[src/rtl/muldiv_unit.sv]
`default_nettype none
// ============================================================================
// Module   : muldiv_unit
// Purpose  : Iterative shift-add multiplier / restoring divider with HI/LO
//            registers and a start/busy/done handshake.
//            Define MULDIV_DIV_EN to compile in the DIVU/DIV datapath.
// Revision : 1.0 - initial release
// ============================================================================
module muldiv_unit #(
    parameter int WIDTH = 32
) (
    input  logic             clk,
    input  logic             rst,
    input  logic             start,
    input  logic [1:0]       op,
    input  logic [WIDTH-1:0] a_in,
    input  logic [WIDTH-1:0] b_in,
    input  logic             mthi,
    input  logic             mtlo,
    input  logic [WIDTH-1:0] wdata,
    output logic             busy,
    output logic             done,
    output logic             div_by_zero,
    output logic [WIDTH-1:0] hi_out,
    output logic [WIDTH-1:0] lo_out
);

    localparam int         c_CNT_W   = $clog2(WIDTH);
    localparam logic [1:0] c_IDLE    = 2'd0;
    localparam logic [1:0] c_CALC    = 2'd1;
    localparam logic [1:0] c_FIX     = 2'd2;
    localparam logic [1:0] c_DONE    = 2'd3;
    localparam logic [1:0] c_OP_MULT = 2'b01;

    logic [1:0]         r_state;
    logic [1:0]         w_state_next;
    logic [1:0]         r_op;
    logic [WIDTH-1:0]   r_a;
    logic               r_sign_a;
    logic               r_sign_b;
    logic [c_CNT_W-1:0] r_cnt;
    logic [2*WIDTH-1:0] r_prod;
    logic [WIDTH-1:0]   r_hi;
    logic [WIDTH-1:0]   r_lo;

    logic               w_open;
    logic               w_op_ok;
    logic               w_launch;
    logic [WIDTH-1:0]   w_a_mag;
    logic [WIDTH-1:0]   w_b_mag;
    logic [WIDTH:0]     w_mul_sum;
    logic [2*WIDTH-1:0] w_step;
    logic [2*WIDTH-1:0] w_prod_fix;
    logic [WIDTH-1:0]   w_hi_res;
    logic [WIDTH-1:0]   w_lo_res;

`ifdef MULDIV_DIV_EN
    logic [WIDTH-1:0]   r_b;
    logic               r_dbz;
    logic [WIDTH:0]     w_div_shift;
    logic               w_div_ge;
    logic [WIDTH-1:0]   w_div_rem;

    assign w_op_ok = 1'b1;
`else
    assign w_op_ok = !op[1];
`endif

    assign w_open   = (r_state == c_IDLE) || (r_state == c_DONE);
    assign w_launch = start && w_open && w_op_ok;

    // Signed ops iterate on magnitudes; the most-negative value maps to 2^(W-1).
    assign w_a_mag = (op[0] && a_in[WIDTH-1]) ? -a_in : a_in;
    assign w_b_mag = (op[0] && b_in[WIDTH-1]) ? -b_in : b_in;

    always_comb begin
        w_state_next = r_state;
        case (r_state)
            c_IDLE:  if (w_launch) w_state_next = c_CALC;
            c_CALC:  if (r_cnt == '0) w_state_next = c_FIX;
            c_FIX:   w_state_next = c_DONE;
            c_DONE:  w_state_next = w_launch ? c_CALC : c_IDLE;
            default: w_state_next = c_IDLE;
        endcase
    end

    always_ff @(posedge clk or negedge rst) begin
        if (!rst) r_state <= c_IDLE;
        else      r_state <= w_state_next;
    end

    // One iteration: multiply shifts the sum right, divide shifts the remainder left.
    always_comb begin
        w_mul_sum = {1'b0, r_prod[2*WIDTH-1:WIDTH]}
                  + (r_prod[0] ? {1'b0, r_a} : {(WIDTH+1){1'b0}});
        w_step    = {w_mul_sum, r_prod[WIDTH-1:1]};
`ifdef MULDIV_DIV_EN
        w_div_shift = {r_prod[2*WIDTH-1:WIDTH], r_prod[WIDTH-1]};
        w_div_ge    = w_div_shift >= {1'b0, r_b};
        w_div_rem   = w_div_ge ? (w_div_shift[WIDTH-1:0] - r_b) : w_div_shift[WIDTH-1:0];
        if (r_op[1]) w_step = {w_div_rem, r_prod[WIDTH-2:0], w_div_ge};
`endif
    end

    always_comb begin
        w_prod_fix = ((r_op == c_OP_MULT) && (r_sign_a ^ r_sign_b)) ? -r_prod : r_prod;
        w_hi_res   = w_prod_fix[2*WIDTH-1:WIDTH];
        w_lo_res   = w_prod_fix[WIDTH-1:0];
`ifdef MULDIV_DIV_EN
        if (r_op[1]) begin
            if (r_dbz) begin
                w_lo_res = '1;
                w_hi_res = r_sign_a ? -r_a : r_a;
            end else begin
                w_lo_res = (r_sign_a ^ r_sign_b) ? -r_prod[WIDTH-1:0] : r_prod[WIDTH-1:0];
                w_hi_res = r_sign_a ? -r_prod[2*WIDTH-1:WIDTH] : r_prod[2*WIDTH-1:WIDTH];
            end
        end
`endif
    end

    always_ff @(posedge clk or negedge rst) begin
        if (!rst) begin
            r_op     <= '0;
            r_a      <= '0;
            r_sign_a <= 1'b0;
            r_sign_b <= 1'b0;
            r_cnt    <= '0;
            r_prod   <= '0;
            r_hi     <= '0;
            r_lo     <= '0;
`ifdef MULDIV_DIV_EN
            r_b      <= '0;
            r_dbz    <= 1'b0;
`endif
        end else begin
            if (w_launch) begin
                r_op     <= op;
                r_a      <= w_a_mag;
                r_sign_a <= op[0] && a_in[WIDTH-1];
                r_sign_b <= op[0] && b_in[WIDTH-1];
                r_cnt    <= c_CNT_W'(WIDTH-1);
                r_prod   <= {{WIDTH{1'b0}}, (op[1] ? w_a_mag : w_b_mag)};
`ifdef MULDIV_DIV_EN
                r_b      <= w_b_mag;
                r_dbz    <= op[1] && (b_in == '0);
`endif
            end else if (r_state == c_CALC) begin
                r_prod <= w_step;
                r_cnt  <= r_cnt - c_CNT_W'(1);
            end

            // An accepted start takes priority over a same-edge MT write.
            if (r_state == c_FIX) begin
                r_hi <= w_hi_res;
                r_lo <= w_lo_res;
            end else if (w_open && !w_launch) begin
                if (mthi) r_hi <= wdata;
                if (mtlo) r_lo <= wdata;
            end
        end
    end

    assign busy   = (r_state == c_CALC) || (r_state == c_FIX);
    assign done   = (r_state == c_DONE);
    assign hi_out = r_hi;
    assign lo_out = r_lo;
`ifdef MULDIV_DIV_EN
    assign div_by_zero = done && r_dbz;
`else
    assign div_by_zero = 1'b0;
`endif

endmodule
`default_nettype wire
[config.mk]
export PLATFORM = sky130hd
export DESIGN_NAME = muldiv_unit
export DESIGN_NICKNAME = d
export VERILOG_FILES = /design/src/rtl/muldiv_unit.sv
export SDC_FILE = /design/constraint.sdc
export NUM_CORES = 1
export LEC_CHECK = 0
export CAP_MARGIN = 25
export CORE_AREA = 2 2 201 203
export CTS_BUF_LIST = sky130_fd_sc_hd__clkbuf_2 sky130_fd_sc_hd__clkbuf_4 sky130_fd_sc_hd__clkbuf_8
export CTS_CLUSTER_DIAMETER = 120
export DETAILED_ROUTE_END_ITERATION = 8
export DIE_AREA = 0 0 203 205
export SYNTH_ARGS = -nofsm -noshare
export SYNTH_HDL_FRONTEND = slang
export SYNTH_SLANG_ARGS = --single-unit
[constraint.sdc]
create_clock -name clk -period 9.49 [get_ports clk]
set_clock_uncertainty 0.15 [all_clocks]
set_input_delay 1.898 -clock clk [delete_from_list [all_inputs] [get_ports clk]]
set_output_delay 1.898 -clock clk [all_outputs]
set_load 0.05 [all_outputs]
### Word level (Yosys, flattened, before mapping)

Cells that the tools add are included.

| cells by class | value |
|---|---|
| add/sub/neg operators | 5 |
| equality and inequality tests | 6 |
| muxes and demuxes | 19 |
| bitwise operators | 1 |
| reductions and logical operators | 19 |

Operators with widths:

| kind | count |
|---|---|
| 32-bit 2-to-1 mux | 10 |
| 64-bit 2-to-1 mux | 3 |
| 32-bit negation | 2 |
| 64-bit negation | 1 |
| 32-bit by 32-bit adder with 33-bit output | 1 |
| 5-bit 2-to-1 mux | 2 |
| 2-bit one-hot mux with 4 select lines | 1 |
| 2-bit nonzero test | 4 |
| 1-bit logical AND | 6 |
| 2-bit AND reduction | 3 |
| 5-bit zero test | 1 |
| 5-bit by 1-bit subtractor with 5-bit output (second input constant) | 1 |
| 2-bit by 1-bit equality test with 1-bit output (second input constant) | 2 |
| 2-bit equality test (second input constant) | 2 |
| 2-bit 2-to-1 mux | 2 |
| 2-bit inequality test (second input constant) | 2 |
| 1-bit zero test | 2 |
| 2-bit zero test | 1 |
| 1-bit logical OR | 2 |
| 1-bit 2-to-1 mux | 1 |
| 1-bit bitwise XOR | 1 |

| word-level totals | value |
|---|---|
| bits in registers | 171 |
| input port bits | 103 |
| output and inout bits | 67 |
| word-level logic and storage cells | 59 |

### Logic depth before layout (Yosys ltp)

Gate-level depths: netlist of the first run.

| logic depth | value |
|---|---|
| depth after elaboration | 8 |
| gate-level depth with buffers | 13 |

### Worst setup path after synthesis of the first run

Ideal clock, no wire load.

| timing path | value |
|---|---|
| path type | input -> register |
| start point | in op[1] |
| end point | reg r_hi[15], in the netlist hi_out[15] |
| setup time | 134 ps |
| arrival | 3825 ps |
| path slack | 5381 ps |
| cell stages on the path | 7 |
| buffers on the path | 2 |
| cell sequence | nor3b_1 -> nor2_1 -> nand2_1 -> buf_2 -> buf_1 -> mux2i_1 -> o21ai_0 |

| on the way | value |
|---|---|
| word-level cells in the longest chain between the ends | 6 |

Ends and longest elaborated chain:

| item | line | text |
|---|---|---|
| start: declaration | 15 | `input logic [1:0] op,` |
| 1-bit zero test | 66 | `assign w_op_ok = !op[1];` |
| 1-bit logical AND | 70 | `assign w_launch = start && w_open && w_op_ok;` |
| 1-bit zero test | 157 | `end else if (w_open && !w_launch) begin` |
| 1-bit logical AND | 157 |  |
| 2-bit nonzero test (no line) | -- |  |
| 2-bit AND reduction (no line) | -- |  |
| end signal: assignment | 155 | `r_hi <= w_hi_res;` |
| end signal: assignment | 158 | `if (mthi) r_hi <= wdata;` |
| end: declaration | 43 | `logic [WIDTH-1:0] r_hi;` |

Every way passes these cells.
A chain may end at the register's enable or synchronous reset.

### Worst setup path in the final report of the first run

| timing path | value |
|---|---|
| start point | reg r_state[0] |
| end point | out busy |

| on the way | value |
|---|---|
| word-level cells in the longest chain between the ends | 2 |

Ends and longest elaborated chain:

| item | line | text |
|---|---|---|
| start: declaration | 35 | `logic [1:0] r_state;` |
| start signal: assignment | 88 | `if (!rst) r_state <= c_IDLE;` |
| start signal: assignment | 89 | `else r_state <= w_state_next;` |
| 2-bit by 1-bit equality test with 1-bit output or 2-bit equality test (tied branches) | 164 | `assign busy = (r_state == c_CALC) \|\| (r_state == c_FIX);` |
| 1-bit logical OR * | 164 |  |
| end: declaration | 21 | `output logic busy,` |

Mark *: on every way between the ends. The rest lies on a longest branch, timed or not.

==> qor.yml, run 1 <==
synthAdderAreaFrac: 0.0453
layout-drive-gt1-share: 0.0545
viasPerCell: 5.05
ys_seq_elements: 171
grt_max_degree: 129
place_congestion: 0.865
numPortBuffers: 168
synth-simple-area-share: 0.187
overflow: 0
fmax_mhz: 230
cts_resized: 0
outcome: "finished, final reports clean"
synth_top_family_by_area: "simple AND/OR/NAND/NOR gates"
cts_hold_buf: 0
syn_nets: 1509
p_switching_uw: 2460
power_switching_share: 0.502
start_util: 0.299
fin_nets: 1637
final_common_cell: "nand2_1"
drt-met1-wl_um: 17500
power_frac_seq: 0.295
top_layer_used: "met4"
synth_xor_area_frac: 0.104
wl_per_cell_um: 17.3
rsz0062_at_grt: "no"
comb_power_share: 0.593
ys_seq_area_frac: 0.364
slowest_stage: "clkdlybuf4s50_1"
grt_pass1_wl_um: 55400
die_w_um: 203
die_area_um2: 41600
cts.sinks: 171
endpoint_kind: "primary output"
synth_edf_count: 0
min_path_type: "reg2reg"
clk_latency_ns: 0.48
post_cts_buffers: 0
htree_levels: 4
drcViolationCount: 0
p_leak_uw: 0.00619
power_density_nw_per_um2: 338
crit_fanout: 5
path_cells: "inv_1, ha_1, clkdlybuf4s50_1"
dr.pass1.iters: 7
crit_arrival_ns: 2.30
core_area_um2: 39400
final_cell_mix: "nand2_1 (177), dfrtp_1 (171), clkdlybuf4s50_1 (167)"
synthFlopType: "dfrtp_1"
die_y_um: 205
cts.clk_slew.worst_paths_ns: 0.10
synth-compound-area-share: 0.177
ff2ff_setup_slack_ns: 5.38
wl_met2_um: 15400
syn_area_per_cell_um2: 8.62
cts_tree: "yes"
grt_pass1_vias: 9651
slowest_delay_ns: 0.84
drtAntennaViolNets: 0
crit_type: "reg2out"
hpwl_um: 26500
wl_met3_um: 1820
fillers: 4032
post-route-min-period_ns: 4.35
worst_slack_ns: 5.14
root_buffer: "clkbuf_8"
required_ns: 7.44
ys_types: 63
vias: 10300
maxCapViolCount: 0
vdd_ir_drop_max_mv: 0.117
setup_tns_ns: 0
clock_power_share: 0.113
setup_viol: 0
grtUsageTotal: 0.168
place_ws_ns: 4.68
finalCritPeriodShare: 0.458
slew_headroom: 0.316
rows: 73
pin_count: 170
critPathLaunchType: "flop"
hold_viol: 0
synth-async-reset-ratio: 1.00
syn_to_final_growth_pct: 23.0
maxSlewViolCount: 0
ff_latch_area_um2: 4280
clk_path_buf_depth: 2
grt_antenna_before_repair: 0
wl_um: 35000
syn_inst: 1364
multi_input_area_um2: 7140
muxShareOfSynthArea: 0.0903
first_iter_violations: 803
tightest_slew_ns: 1.00
cts_buffers: 17
ys.warnings.count: 0
mappedNetlistArea_um2: 11800
power.internal_uw: 2430
## kinds of logic (layout without fill, tap and decap cells)
| logic type | after synthesis | after routing |
|---|---|---|
| flops | 171 | 171 |
| compound gates | 355 | 355 |
| other cells | 1 | 2 |
| buf+inv | 98 | 239 |
| simple gates | 453 | 453 |
| fa+ha+maj | 42 | 42 |
| mux | 104 | 104 |
| xor+xnor | 140 | 140 |
## Yosys cell counts (16+ instances only)
library cell	instances	area (µm²)
nand2_1	178	668
xnor2_1	91	797
clkbuf_1	52	195
a21o_1	19	143
mux2_2	16	180
o21ai_0	155	776
nand3_1	19	95.1
inv_1	26	97.6
buf_1	18	67.6
nor4_1	17	106
ha_1	41	513
nor2_1	89	334
and2_1	40	250
xor2_1	49	429
a21oi_1	90	450
dfrtp_1	171	4280
o31ai_1	19	143
mux2i_1	88	881
a31oi_1	20	125
nor3_1	31	155
## power by group through the flow
| stage | clock network (µW) | logic (µW) | registers [µW] |
|---|---|---|---|
| global placement | 0 | 2820 | 1450 |
| floorplan | 0 | 1640 | 1790 |
| detailed placement | 0 | 2850 | 1470 |
| finish | 552 | 2900 | 1440 |
| CTS | 569 | 2860 | 1450 |
| global route | 600 | 3170 | 1490 |
## sequential cells by signal, summed over array words and instances, names as in the netlist
signal    cells
hi_out       32
lo_out       32
r_a          32
r_cnt         5
r_op          2
r_prod       64
r_sign_a      1
r_sign_b      1
r_state       2
## area by class of cell
class | instances | share of cell area
Antenna cell | 1 | 0.000173
Clock buffer | 18 | 0.0167
Clock inverter | 14 | 0.0121
Inverter | 26 | 0.00675
Multi-Input combinational cell | 1095 | 0.493
Sequential cell | 171 | 0.296
Tap cell | 525 | 0.0454
Timing Repair Buffer | 181 | 0.130
## through the flow
stage               total power, µW  cell area, µm²  hold WS (ns)  instances   util
global placement               4280           13900         0.305       1993  0.353
CTS                            4880           14300         0.340       2025  0.364
floorplan                      3420           11800         0.292       1364      -
global route                   5260           14500         0.362       2030  0.367
finish                         4890           14500         0.334       2031  0.367
detailed placement             4320           13900         0.317       1993  0.353
## worst max-delay path: cells and delay by family (launching register included)
family,cells,cell delay [ns]
adder cells (fa/ha/maj),1,0.39
buffers and inverters,2,0.97
flip-flops,1,0.48
## path summary, 6_finish.rpt
path | from | to | cells past startpoint
setup / recovery | r_state[0] | busy | 3
hold / removal | r_a[7] | r_a[7] | 2
setup reg to reg | r_prod[0] | r_prod[63] | 12
hold reg to reg | r_a[7] | r_a[7] | 2
max in group asynchronous | rst | r_prod[34] | 4
min in group asynchronous | rst | r_sign_a | 1
## routing by layer
layer  track usage  vias to the layer above
met1         0.248                     4878
li1              -                     5096
met5             0                        -
met3        0.0248                       18
met2         0.260                      272
met4        0.0334                        0
Power figures use the tool's default switching activity.
==> inputs of run 2 (changes only) <==
clock period = 3.5 ns   (was 9.49 ns; I/O delays follow)
==> qor.yml, run 2 (same netlist as run 1, synthesis figures left out) <==
outcome: "finished, final reports clean"
layout-drive-gt1-share: 0.0828
final_common_cell: "nand2_1"
required_ns: 3.69
htree_levels: 4
grt_max_degree: 92
critPathLaunchType: "flop"
cts_buffers: 17
die_y_um: 205
cts_hold_buf: 0
cts_tree: "yes"
fmax_mhz: 298
clock_power_share: 0.112
core_area_um2: 39400
rows: 73
die_w_um: 203
viasPerCell: 5.06
grtUsageTotal: 0.173
setup_tns_ns: 0
root_buffer: "clkbuf_8"
crit_type: "reg2reg"
finalCritPeriodShare: 0.958
start_util: 0.299
hpwl_um: 27800
endpoint_kind: "flop"
final_cell_mix: "nand2_1 (177), dfrtp_1 (171), clkdlybuf4s50_1 (167)"
min_path_type: "in2async"
drcViolationCount: 0
vdd_ir_drop_max_mv: 0.336
ff_latch_area_um2: 4280
p_leak_uw: 0.00638
power_density_nw_per_um2: 915
setup_viol: 0
comb_power_share: 0.606
maxSlewViolCount: 0
tightest_slew_ns: 0.820
rsz0062_at_grt: "no"
crit_arrival_ns: 3.55
power_frac_seq: 0.282
syn_to_final_growth_pct: 25.5
maxCapViolCount: 0
die_area_um2: 41600
first_iter_violations: 877
hold_viol: 0
p_total_uw: 13500
clk_latency_ns: 0.48
power_switching_share: 0.494
clk_path_buf_depth: 2
grt_antenna_before_repair: 0
wl_um: 35600
cts.sinks: 171
grt_pass1_vias: 10200
multi_input_area_um2: 7160
slew_headroom: 0.452
numPortBuffers: 168
crit_fanout: 4
p_switching_uw: 6660
pin_count: 170
overflow: 0
top_register: "r_prod"
antennaDiodeCount: 0
post-route-min-period_ns: 3.35
fin_nets: 1678
wl_per_cell_um: 17.2
fillers: 3983
largest_reg_flops: 64
dr.pass1.iters: 5
drtAntennaViolNets: 0
vias: 10500
place_congestion: 0.872
cts.clk_slew.worst_paths_ns: 0.11
grt_pass1_wl_um: 56900
power.internal_uw: 6830
==> run 2: changes by cell type in the layout (fill, tap and decap cells not counted), moves of 2 or more <==
cell / delta
a2111oi_0: -2
a2111oi_1: +2
buf_12: +2
buf_16: -4
buf_4: +43
clkbuf_8: +3
clkinv_4: +2
clkinv_8: -2
inv_6: +2
inv_8: -4
==> run 2: worst paths after layout <==
kind / slack [ns] / end / cells past startpoint / startpoint
setup / recovery: 0.15 / r_prod[53] / 12 / r_prod[0]
max in group asynchronous: 2.38 / hi_out[22] / 2 / rst
min in group clk: 0.33 / r_a[0] / 2 / r_a[0]
hold / removal: 0.03 / r_a[1] / 1 / rst
hold reg to reg: 0.33 / r_a[0] / 2 / r_a[0]
setup reg to reg: 0.15 / r_prod[53] / 12 / r_prod[0]
==> run 2: metrics by stage <==
| stage | hold slack [ns] | area [µm²] | worst slack [ns] | util | std cells |
|---|---|---|---|---|---|
| 6_report | 0.0271 | 14800 | 0.145 | 0.375 | 2071 |
| 5_1_grt | 0.0491 | 14800 | 0.00387 | 0.375 | 2071 |
| 4_1_cts | 0.0315 | 14700 | 0.0887 | 0.374 | 2071 |
| 3_5_place_dp | 0.316 | 14300 | 0.130 | 0.364 | 2039 |
| 3_3_place_gp | 0.307 | 14300 | 0.157 | 0.364 | 2039 |
| 2_1_floorplan | 0.254 | 11800 | 0.0281 | - | 1364 |
==> run 2: power groups by stage <==
stage / combinational (µW) / clock, µW / sequential [µW]
after CTS: 8210 / 1560 / 3780
after detailed placement: 8200 / 0 / 3830
final: 8180 / 1520 / 3800
after floorplan: 4440 / 0 / 4840
after global placement: 8090 / 0 / 3790
after global routing: 8970 / 1640 / 3920
==> run 2: layer usage <==
layer  up-vias  track usage  part of all wire
li1       5166            -                 -
met5         -            0                 0
met3        18       0.0239             0.049
met1      4976        0.252              0.50
met4         0       0.0342            0.0076
met2       309        0.272              0.45
==> run 2: cell type report <==
cell class	instances	area share
clock inverter	12	0.0105
sequential	171	0.290
tap	525	0.0445
multi-input combinational	1095	0.486
timing repair buffer	222	0.144
inverter	26	0.00662
clock buffer	20	0.0187
==> run 2: timing repair <==
item / CTS / global route
gates resized for setup: 0 / 4
endpoints found under the setup margin: 0 / 8
buffers inserted: 0 / 0
==> run 2: critical path, cell delays in order, from the launching register on <==
cell and delay, ns:
dfrtp_1 0.40, and2_1 0.15, ha_1 0.22, fa_2 0.37
a211o_1 0.33, a21oi_2 0.17, nor3_1 0.08, or3_4 0.36
buf_4 0.16, o31a_1 0.31, a311o_1 0.36, nand4_1 0.09
a21oi_1 0.07
